### config.mk
export PLATFORM = sky130hd
export DESIGN_NAME = control_pipeline_unit
export DESIGN_NICKNAME = d
export VERILOG_FILES = /design/src/rtl/control_pipeline_unit.sv
export SDC_FILE = /design/constraint.sdc
export NUM_CORES = 1
export LEC_CHECK = 0
export ABC_AREA = 1
export BUFFER_PORTS_ARGS = -buffer_cell sky130_fd_sc_hd__buf_4
export CAP_MARGIN = 20
export CORE_MARGIN = 1.5
export CORE_UTILIZATION = 40
export DETAILED_ROUTE_END_ITERATION = 7
export PLACE_DENSITY = 0.65
export SYNTH_ARGS = -nofsm -noshare
export SYNTH_HDL_FRONTEND = slang
export SYNTH_SLANG_ARGS = --single-unit
### constraint.sdc
create_clock -name clk -period 0.8 [get_ports clk]
set_input_delay 0.12 -clock clk [delete_from_list [all_inputs] [get_ports clk]]
set_output_delay 0.12 -clock clk [all_outputs]
set_load 0.02 [all_outputs]
### src/rtl/control_pipeline_unit.sv
// Pipelined control unit: decodes the ID opcode and carries control bundles through ID/EX, EX/MEM, MEM/WB.
// Define HAZARD_DETECT_EN to build load-use hazard detection; otherwise loadUseStall is tied low.
module control_pipeline_unit #(
  parameter int unsigned REG_ADDR_W = 5,
  parameter int unsigned ALU_OP_W   = 3
) (
  input  logic                  clk,
  input  logic                  resetN,
  input  logic                  idValid,
  input  logic [6:0]            opcode,
  input  logic [REG_ADDR_W-1:0] idRd,
  input  logic [REG_ADDR_W-1:0] idRs1,
  input  logic [REG_ADDR_W-1:0] idRs2,
  input  logic                  stall,
  input  logic                  flush,
  output logic                  exValid,
  output logic                  memValid,
  output logic                  wbValid,
  output logic [1:0]            exAluSrc1,
  output logic [1:0]            exAluSrc2,
  output logic [ALU_OP_W-1:0]   exAluOperation,
  output logic                  exPcUpdate,
  output logic                  exPcAdderSrc,
  output logic [REG_ADDR_W-1:0] exRd,
  output logic                  memReadEnable,
  output logic                  memWriteEnable,
  output logic [REG_ADDR_W-1:0] memRd,
  output logic                  wbRegWriteEnable,
  output logic                  wbFromMemory,
  output logic [REG_ADDR_W-1:0] wbRd,
  output logic                  loadUseStall,
  output logic                  illegalOpcode
);

  localparam logic [6:0] OP_R     = 7'b0110011;
  localparam logic [6:0] OP_I     = 7'b0010011;
  localparam logic [6:0] OP_LOAD  = 7'b0000011;
  localparam logic [6:0] OP_S     = 7'b0100011;
  localparam logic [6:0] OP_B     = 7'b1100011;
  localparam logic [6:0] OP_JAL   = 7'b1101111;
  localparam logic [6:0] OP_JALR  = 7'b1100111;
  localparam logic [6:0] OP_LUI   = 7'b0110111;
  localparam logic [6:0] OP_AUIPC = 7'b0010111;

  typedef struct packed {
    logic                  valid;
    logic [1:0]            aluSrc1;
    logic [1:0]            aluSrc2;
    logic [ALU_OP_W-1:0]   aluOp;
    logic                  pcUpdate;
    logic                  pcAdderSrc;
    logic                  memRead;
    logic                  memWrite;
    logic                  regWrite;
    logic                  fromMem;
    logic [REG_ADDR_W-1:0] rd;
  } ctrlBundle_t;

  ctrlBundle_t               rawCtrl;
  ctrlBundle_t               idCtrl;
  ctrlBundle_t               exCtrl;
  logic                      opKnown;
  logic                      idIllegal;
  logic                      memValidQ, memReadQ, memWriteQ, memRegWriteQ, memFromMemQ;
  logic [REG_ADDR_W-1:0]     memRdQ;
  logic                      wbValidQ, wbRegWriteQ, wbFromMemQ;
  logic [REG_ADDR_W-1:0]     wbRdQ;
  logic                      illegalQ;

  // Opcode decode table
  always_comb begin : decode
    rawCtrl = '0;
    opKnown = 1'b1;
    case (opcode)
      OP_R: begin
        rawCtrl.regWrite = 1'b1;
        rawCtrl.aluOp    = ALU_OP_W'(3'b010);
      end
      OP_I: begin
        rawCtrl.regWrite = 1'b1;
        rawCtrl.aluSrc2  = 2'b01;
        rawCtrl.aluOp    = ALU_OP_W'(3'b011);
      end
      OP_LOAD: begin
        rawCtrl.memRead  = 1'b1;
        rawCtrl.regWrite = 1'b1;
        rawCtrl.fromMem  = 1'b1;
        rawCtrl.aluSrc2  = 2'b01;
        rawCtrl.aluOp    = ALU_OP_W'(3'b000);
      end
      OP_S: begin
        rawCtrl.memWrite = 1'b1;
        rawCtrl.aluSrc2  = 2'b01;
        rawCtrl.aluOp    = ALU_OP_W'(3'b000);
      end
      OP_B: begin
        rawCtrl.pcUpdate = 1'b1;
        rawCtrl.aluOp    = ALU_OP_W'(3'b001);
      end
      OP_JAL: begin
        rawCtrl.pcUpdate = 1'b1;
        rawCtrl.regWrite = 1'b1;
        rawCtrl.aluSrc1  = 2'b01;
        rawCtrl.aluSrc2  = 2'b10;
        rawCtrl.aluOp    = ALU_OP_W'(3'b100);
      end
      OP_JALR: begin
        rawCtrl.pcUpdate   = 1'b1;
        rawCtrl.pcAdderSrc = 1'b1;
        rawCtrl.regWrite   = 1'b1;
        rawCtrl.aluSrc1    = 2'b01;
        rawCtrl.aluSrc2    = 2'b10;
        rawCtrl.aluOp      = ALU_OP_W'(3'b101);
      end
      OP_LUI: begin
        rawCtrl.regWrite = 1'b1;
        rawCtrl.aluSrc1  = 2'b10;
        rawCtrl.aluSrc2  = 2'b01;
        rawCtrl.aluOp    = ALU_OP_W'(3'b110);
      end
      OP_AUIPC: begin
        rawCtrl.regWrite = 1'b1;
        rawCtrl.aluSrc1  = 2'b01;
        rawCtrl.aluSrc2  = 2'b01;
        rawCtrl.aluOp    = ALU_OP_W'(3'b111);
      end
      default: opKnown = 1'b0;
    endcase
  end

  // Only a real, known instruction becomes a valid bundle; everything else is a bubble
  always_comb begin : idBundle
    idCtrl    = '0;
    idIllegal = idValid & ~opKnown;
    if (idValid && opKnown) begin
      idCtrl       = rawCtrl;
      idCtrl.valid = 1'b1;
      idCtrl.rd    = idRd;
    end
  end

`ifdef HAZARD_DETECT_EN
  logic usesRs1, usesRs2, rs1Hit, rs2Hit;

  // Which source registers the ID instruction actually reads
  always_comb begin : srcUse
    usesRs1 = 1'b0;
    usesRs2 = 1'b0;
    case (opcode)
      OP_R, OP_S, OP_B: begin
        usesRs1 = 1'b1;
        usesRs2 = 1'b1;
      end
      OP_I, OP_LOAD, OP_JALR: usesRs1 = 1'b1;
      default: ;
    endcase
  end

  assign rs1Hit = usesRs1 && (exCtrl.rd == idRs1);
  assign rs2Hit = usesRs2 && (exCtrl.rd == idRs2);
  assign loadUseStall = ~stall & ~flush & exCtrl.valid & exCtrl.memRead &
                        (exCtrl.rd != '0) & idValid & (rs1Hit | rs2Hit);
`else
  // Source indices only feed hazard detection, which is not built here
  logic unusedSrcIndices;
  assign unusedSrcIndices = ^{idRs1, idRs2};
  assign loadUseStall     = 1'b0;
`endif

  // Stage registers: stall freezes everything; flush or load-use injects a bubble into ID/EX
  always_ff @(posedge clk or negedge resetN) begin : pipeRegs
    if (!resetN) begin
      exCtrl       <= '0;
      illegalQ     <= 1'b0;
      memValidQ    <= 1'b0;
      memReadQ     <= 1'b0;
      memWriteQ    <= 1'b0;
      memRegWriteQ <= 1'b0;
      memFromMemQ  <= 1'b0;
      memRdQ       <= '0;
      wbValidQ     <= 1'b0;
      wbRegWriteQ  <= 1'b0;
      wbFromMemQ   <= 1'b0;
      wbRdQ        <= '0;
    end else if (!stall) begin
      if (flush || loadUseStall) begin
        exCtrl   <= '0;
        illegalQ <= 1'b0;
      end else begin
        exCtrl   <= idCtrl;
        illegalQ <= idIllegal;
      end
      memValidQ    <= exCtrl.valid;
      memReadQ     <= exCtrl.memRead;
      memWriteQ    <= exCtrl.memWrite;
      memRegWriteQ <= exCtrl.regWrite;
      memFromMemQ  <= exCtrl.fromMem;
      memRdQ       <= exCtrl.rd;
      wbValidQ     <= memValidQ;
      wbRegWriteQ  <= memRegWriteQ;
      wbFromMemQ   <= memFromMemQ;
      wbRdQ        <= memRdQ;
    end
  end

  assign exValid          = exCtrl.valid;
  assign exAluSrc1        = exCtrl.aluSrc1;
  assign exAluSrc2        = exCtrl.aluSrc2;
  assign exAluOperation   = exCtrl.aluOp;
  assign exPcUpdate       = exCtrl.pcUpdate;
  assign exPcAdderSrc     = exCtrl.pcAdderSrc;
  assign exRd             = exCtrl.rd;
  assign illegalOpcode    = illegalQ;
  assign memValid         = memValidQ;
  assign memReadEnable    = memReadQ;
  assign memWriteEnable   = memWriteQ;
  assign memRd            = memRdQ;
  assign wbValid          = wbValidQ;
  assign wbRegWriteEnable = wbRegWriteQ;
  assign wbFromMemory     = wbFromMemQ;
  assign wbRd             = wbRdQ;

endmodule

Yosys cells after proc, flatten, opt, wreduce, memory -nomap -nowiden
Cells that the tools add are included.
W data, S select, Z words.
{"block": "totals", "regBits": 38, "latchBits": 0, "mem_bits_rw": 0, "romBits": 0, "inputBits": 27, "out_inout_bits": 33, "n_memories": 0}
{"block": "op_classes", "n_addsub": 0, "mul": 0, "div": 0, "order_cmp": 0, "eq_ne": 9, "n_shift": 0, "n_mux": 12, "bitwise": 2, "n_reduce_logical": 7}
{"operator": "$mux W19", "n": 2}
{"operator": "$eq A7 B6 Y1 const B", "n": 3}
{"operator": "$eq A7 B7 Y1 const B", "n": 3}
{"operator": "$pmux W3 S7", "n": 1}
{"operator": "$eq A7 B5 Y1 const B", "n": 2}
{"operator": "$reduce_or A9 Y1", "n": 1}
{"operator": "$pmux W2 S2", "n": 2}
{"operator": "$eq A7 B2 Y1 const B", "n": 1}
{"operator": "$mux W1", "n": 7}
{"operator": "$reduce_or A7 Y1", "n": 1}
{"operator": "$reduce_or A3 Y1", "n": 2}
{"operator": "$reduce_or A5 Y1", "n": 1}
{"operator": "$reduce_or A2 Y1", "n": 1}
{"operator": "$and A1 B1 Y1", "n": 1}
{"operator": "$logic_and A1 B1 Y1", "n": 1}
{"operator": "$not A1 Y1", "n": 1}

Depth between registers and ports, before layout
Gate-level depths: netlist of the first run.
{"block": "depth", "ltp_word": 6, "mapped_depth": 8}

Worst setup path after synthesis of the first run
No wires, ideal clock.
{"block": "synth_path", "kind": "in2reg", "start": "in opcode[1]", "end": "reg exCtrl, in the netlist exValid", "t_arrival_ns": 0.882, "slack_ns": -0.207, "path_stages": 8, "path_buffers": 0, "path_cell_list": "nand2_1 inv_2 nand2_2 nor2_1 nor2_2 nand3_4 nand2_8 o21ai_1"}
{"block": "synth_between", "elab_chain_len": 6, "elab_cells_between_ends": 14, "classes_between": "eq/ne (9); mux (3); reduce/logical (2)"}
{"element": "start: declaration", "line": "10", "rtl": "input logic [6:0] opcode,"}
{"element": "$eq A7 B5 Y1, or another cell as far along", "line": "74", "rtl": "case (opcode)"}
{"element": "$reduce_or A9 Y1 (no line) (*)"}
{"element": "$mux W1 (*)", "line": "74"}
{"element": "$logic_and A1 B1 Y1 (*)", "line": "135", "rtl": "if (idValid && opKnown) begin"}
{"element": "$mux W19 (*)", "line": "135"}
{"element": "$mux W19 (*)", "line": "186", "rtl": "if (flush || loadUseStall) begin"}
{"element": "end signal: assignment", "line": "190", "rtl": "exCtrl <= idCtrl;"}
{"element": "end: declaration", "line": "61", "rtl": "ctrlBundle_t exCtrl;"}
Every way passes the cells marked *; elsewhere a longest branch is shown, timed or not.
A chain may end at the register's enable or synchronous reset.

Final worst setup path of the first run
{"block": "layout_path", "start": "reg exCtrl, in the netlist exValid", "end": "out exValid"}
{"element": "end: declaration", "line": "16", "rtl": "output logic exValid,"}
No word-level cell between the ends.

==> results.md, run 1 <==
- Buf/Inv on CP: 1
- Global Route met1 Usage: between 20% and 30%
- DR vias/cell: 4.744
- WP data arrival: between 0.8 and 0.9 ns
- ANT nets after route: 0
- Logic pwr share: ~14%
- Gr usage total: a little under a fifth
- Syn avg cell area: 8.870 um2
- Global Route met2 Usage: about a third
- P_leak: 1.377 nW
- Worst setup EP type: primary output
- Post-Syn Nets: roughly 220
- VDD IR max: around 0.53 mV
- Total gr overflow: 0
- Synth async-reset ratio: 100.0%
- Psw: ~0.00088 W
- Hold Crit Class: input port to register
- H-tree depth: 2
- Met3 global-route usage: 5.099%
- Period utilization: 119.2%
- Die ar.: 4612 um2
- CP max stage delay: slightly above 0.4 ns
- Antenna violations before repair: 0
- Commonest cells in the netlist: 55 x nand2_1, 36 x dfrtp_1, 17 x inv_1, 13 x buf_4, 13 x nand3_1
- Total CTS buffers: 5
- Ant. Diodes: 0
- Setup Viol. Count Final: 39
- Post-route total power: 0.003655 W
- Number of vias in the routed layout: about 1500
- Critical-path top delay cell: dfrtp_1
- Placed instance area: roughly 2200 um2
- PnR worst setup slack: -0.1538 ns
- Clk_lat worst skew: approximately 0.28 ns
- Die width: approximately 68 um
- Share of layout cells above drive strength 1: ~50%
- Final core occ: between 60% and 70%
- Port bufs: 48
- Pwr Density: 1328 nW/um2
- Tmin final: ~0.95 ns
- Register share of total power: between 50% and 60%
- HPWL after DPL: approximately 2.5 mm
- I/O pin total: 60
- Top delay family on crit path: flip-flops
- Clock share of power: between 30% and 40%
- Most used DFF post-synth: dfrtp_1
- Max Cap Viol: 0
- Count of pins over their slew limit: 0
- GPL Wtd Cong: 0.7853
- Sequential element share of the synthesized area: a little over half
- EDFF count, synth: 0
- Worst-path cell chain: buf_6
- Top-area cell type share of the netlist area: 53.45%
- Initial Util: roughly two fifths
- Fill cells: between 300 and 400
- Top cells by area, synth: dfrtp_1 53%, nand2_1 12%, buf_4 5.8%
- Ys Warns: 0
- Int Pwr: 0.002773 W
- Root Buffer: clkbuf_8
- Crit path kind: register to primary output
- Post-route clock skew: 0.001497 ns
- Clock-pin slew on the worst setup and hold paths: ~0.070 ns
- Design area: about 2800 um2
- Multi-input logic area: around 760 um2
- First-pass GRT wire length: 6.568 mm
- Worst hold slack: between 0.06 and 0.07 ns
- Area of the core: just over 4000 um2
- Residual DRC count: 0
- Required @ worst endpoint: ~0.7 ns
- Worst setup SP type: register
- Clk sinks: 36
- Cell variety after synth: 23
- Total Nets Final: ~290
- Final hold vios: 0
- Failing checks: setup timing
- F_max: ~1000 MHz
- RSZ-0062 raised after global routing: true
- CTS Buffer Depth: 2
- Status: finished, violations left
- Die H: 67.91 um
- Initial drt markers: 47
- Register area: between 900 and 1000 um2
- WL final: ~4 mm
- CTS tree: done
- Synth Instances: 190
- Gr busiest metal: met2
- #FFs+latches synth: 36
- Area Overhead vs Synth: 63.25%
- Synth area leader: dfrtp_1
- Rows: 23
- Largest net degree at the start of global routing: 37
- Number of global-route vias before repair: ~1500
- Cell Area, Synth: 1685 um2
- CP max FO: 2
- Routed WL per cell: ~13 um
- Switching share of power: 24.13%
- Most common cell in the synthesized netlist: nand2_1
- Detailed Routing Iterations Pass 1: 4
layout make-up:
class	count	share of cell area [%]
Inverter	19	3.047
Tap cell	50	2.274
Timing Repair Buffer	84	31.01
Sequential cell	36	32.74
Multi-Input combinational cell	119	27.65
Clock buffer	8	3.274
layout by cell type, fill, tap and decap left out:
master	netlist	layout
a21oi_1	1	1
a31oi_1	1	1
buf_12	0	5
buf_4	13	38
buf_6	0	38
buf_8	0	2
clkbuf_1	3	2
clkbuf_8	0	6
conb_1	1	1
dfrtp_1	36	36
dlygate4sd3_1	0	1
inv_1	17	13
inv_2	2	4
inv_6	0	1
inv_8	0	1
nand2_1	55	52
nand2_2	1	2
nand2_4	0	1
nand2_8	1	3
nand3_1	13	6
nand3_2	1	7
nand3_4	1	3
nand4_1	4	4
nor2_1	8	3
nor2_4	0	8
nor3_1	1	1
nor3_4	1	1
o21ai_0	9	2
o21ai_1	7	12
o21ai_2	9	11
through the flow:
stage	setup TNS, ns	setup WS [ns]	cells
after floorplan	-1.644	-0.1338	190
after global placement	-5.802	-0.3571	286
after detailed placement	-6.074	-0.3736	286
after CTS	-4.535	-0.1673	312
after global routing	-6.089	-0.1832	316
final	-4.299	-0.1538	316
power groups by stage:
stage | Clock (W) | Sequential [W] | Combinational, W
after floorplan | 0 | 0.00190 | 0.000148
after global placement | 0 | 0.00188 | 0.000398
after detailed placement | 0 | 0.00188 | 0.000400
after CTS | 0.00134 | 0.00185 | 0.000455
after global routing | 0.00141 | 0.00185 | 0.000549
final | 0.00130 | 0.00185 | 0.000506
sequential cells by signal (all words and copies together) (netlist names):
name,flops
exRd,5
memRd,5
wbRd,5
exAluOperation,3
exCtrl,3
exAluSrc1,2
exAluSrc2,2
exPcAdderSrc,1
exPcUpdate,1
exValid,1
illegalOpcode,1
memReadEnable,1
memRegWriteQ,1
memValid,1
memWriteEnable,1
wbFromMemory,1
wbRegWriteEnable,1
wbValid,1
metal layers:
layer  share of wire, %  vias to the layer above
met3                4.6                        5
met5                  0                        -
met1                 43                      714
li1                   -                      745
met2                 51                       35
met4               0.73                        0
path summary, 6_finish.rpt:
path | slack, ns | startpoint | to | depth (start not counted)
setup / recovery | -0.15 | exValid | exValid | 1
hold / removal | 0.07 | idRd[4] | exRd[4] | 3
setup reg to reg | -0.06 | wbRd[4] | wbRd[4] | 4
hold reg to reg | 0.48 | exCtrl[6] | exCtrl[6] | 2
max in group asynchronous | 0.16 | resetN | wbFromMemory | 2
min in group asynchronous | 0.32 | resetN | wbRd[2] | 2
cells by family (layout without fill, tap and decap cells):
| logic type | count (synthesis) | count (layout) | share of synthesized area, % |
|---|---|---|---|
| buffers and inverters | 37 | 111 | 11.28 |
| flip-flops | 36 | 36 | 53.45 |
| AND/OR/NAND/NOR | 89 | 91 | 24.94 |
| other | 1 | 1 | 0.2225 |
| AO/OA/AOI/OAI | 27 | 27 | 10.10 |
repair_timing:
action                                  in CTS  in global routing
gates resized for setup                     44                 36
hold endpoints to repair                    36                  0
setup buffers                               15                  5
hold buffers                                 1                  0
pin swaps                                   11                 15
cloned                                       2                  0
endpoints found under the setup margin      42                 56
Power figures use the tool's default switching activity.
==> run 2: changes to the inputs <==
SKIP_LAST_GASP = 1   (was unset)
==> results.md, run 2 (synthesis results as in run 1) <==
- Status: finished, violations left
- Failing checks: setup timing
- Setup Viol. Count Final: a little over 40
- H-tree depth: 2
- Area Overhead vs Synth: 62.73%
- Hold Crit Class: input port to register
- Number of vias in the routed layout: ~1500
- PnR worst setup slack: -0.1610 ns
- F_max: ~1000 MHz
- Required @ worst endpoint: slightly below 0.7 ns
- Residual DRC count: 0
- Total CTS buffers: 5
- WP data arrival: approximately 0.84 ns
- First-pass GRT wire length: between 6 and 7 mm
- Detailed Routing Iterations Pass 1: 4
- Gr usage total: roughly a fifth
- Die width: 67.91 um
- DR vias/cell: between 4 and 5
- Initial Util: between 40% and 50%
- WHS Path Cells: 3
- Number of global-route vias before repair: 1524
- Worst setup EP type: primary output
- Post-route total power: approximately 0.0037 W
- Ant. Diodes: 0
- Crit path kind: register to primary output
- ANT nets after route: 0
- Area of the core: between 4000 and 5000 um2
- Rows: 23
- Tmin final: between 0.9 and 1 ns
- Clock-pin slew on the worst setup and hold paths: ~0.070 ns
- HPWL after DPL: approximately 2.5 mm
- Root Buffer: clkbuf_8
- Final core occ: approximately two thirds
- Top delay family on crit path: flip-flops
- Initial drt markers: 65
- WL final: 4.002 mm
- Critical-path top delay cell: dfrtp_1
- Total Nets Final: between 200 and 300
- CP max FO: 2
- Largest net degree at the start of global routing: 37
- Worst-path cell chain: buf_6
- Count of pins over their slew limit: 0
- I/O pin total: 60
- Share of layout cells above drive strength 1: roughly half
- CTS tree: done
- Dpl cells: roughly 290
- Period utilization: 120.1%
- Routed WL per cell: ~13 um
- RSZ-0062 raised after global routing: true
- Most frequent cells in the layout: 52 x nand2_1, 39 x buf_4, 37 x buf_6, 36 x dfrtp_1, 13 x inv_1
- Register area: approximately 900 um2
- Max Cap Viol: 0
- CTS Buffer Depth: 2
- Layout Cells excl Fill: about 320
- Die ar.: 4612 um2
- Placement Setup Slack: -0.3736 ns
- R2R depth: 4
- VDD IR max: just over 0.7 mV
- Pwr Density: 1333 nW/um2
- Commonest non-fill, non-tap cell in the layout: nand2_1
- Clk sinks: 36
- WP depth: 1
- Worst setup SP type: register
- Buf/Inv on CP: 1
- Clk_lat worst skew: 0.28 ns
- Die H: approximately 68 um
- P_leak: approximately 1.4 nW
- Fill cells: 337
- Multi-input logic area: between 700 and 800 um2
- GPL Wtd Cong: roughly 0.79
- Final hold vios: 0
- Total gr overflow: 0
- Port bufs: 48
- CP max stage delay: 0.41 ns
- Antenna violations before repair: 0
- Worst hold slack: roughly 0.06 ns
- Post-route clock skew: a little over 0.0007 ns
run 2: worst reg2reg max path, cell delays in order, from the launching register on:
cell and delay, ns:
dfrtp_1 0.40, buf_4 0.14, buf_4 0.12, nand2_1 0.05, o21ai_0 0.07
run 2: area by class of cell:
class                      count  share of cell area [%]
inverter                      19                   3.057
sequential                    36                   32.85
timing repair buffer          84                   30.98
clock buffer                   8                   3.285
tap                           50                   2.281
multi-input combinational    119                   27.55
run 2: timing repair:
action	in CTS	in global routing
buffers inserted	15	5
setup endpoints to repair	42	56
pin swaps	11	15
hold buffers	1	0
gates cloned	2	0
resized for setup	43	34
hold endpoints to repair	36	0
run 2: metal layers:
layer | share of wire (%) | global-route usage, % | up-vias
met5 | 0 | 0 | -
met4 | 1.0 | 6.000 | 0
met3 | 5.0 | 5.099 | 5
met2 | 52 | 33.33 | 39
met1 | 42 | 22.96 | 712
li1 | - | - | 750
run 2: report_power, final:
group          internal [W]  switching [W]
logic              0.000234       0.000270
clock network      0.000701       0.000602
registers           0.00184      0.0000119
run 2: per-stage QoR:
step           TNS (ns)  cell area, um2
3_5_place_dp     -6.074            2211
2_1_floorplan    -1.644            1749
6_report         -4.470            2743
4_1_cts          -4.547            2605
5_1_grt          -6.342            2743
3_3_place_gp     -5.802            2211
run 2: worst paths after layout:
kind	startpoint	to	slack (ns)
worst max-delay path	exPcUpdate	exPcUpdate	-0.16
worst min register to register	exCtrl[6]	exCtrl[6]	0.48
min in group asynchronous	resetN	wbRd[2]	0.32
worst max register to register	wbRd[4]	wbRd[4]	-0.09
worst min-delay path	idRd[4]	exRd[4]	0.06
max in group asynchronous	resetN	wbFromMemory	0.16
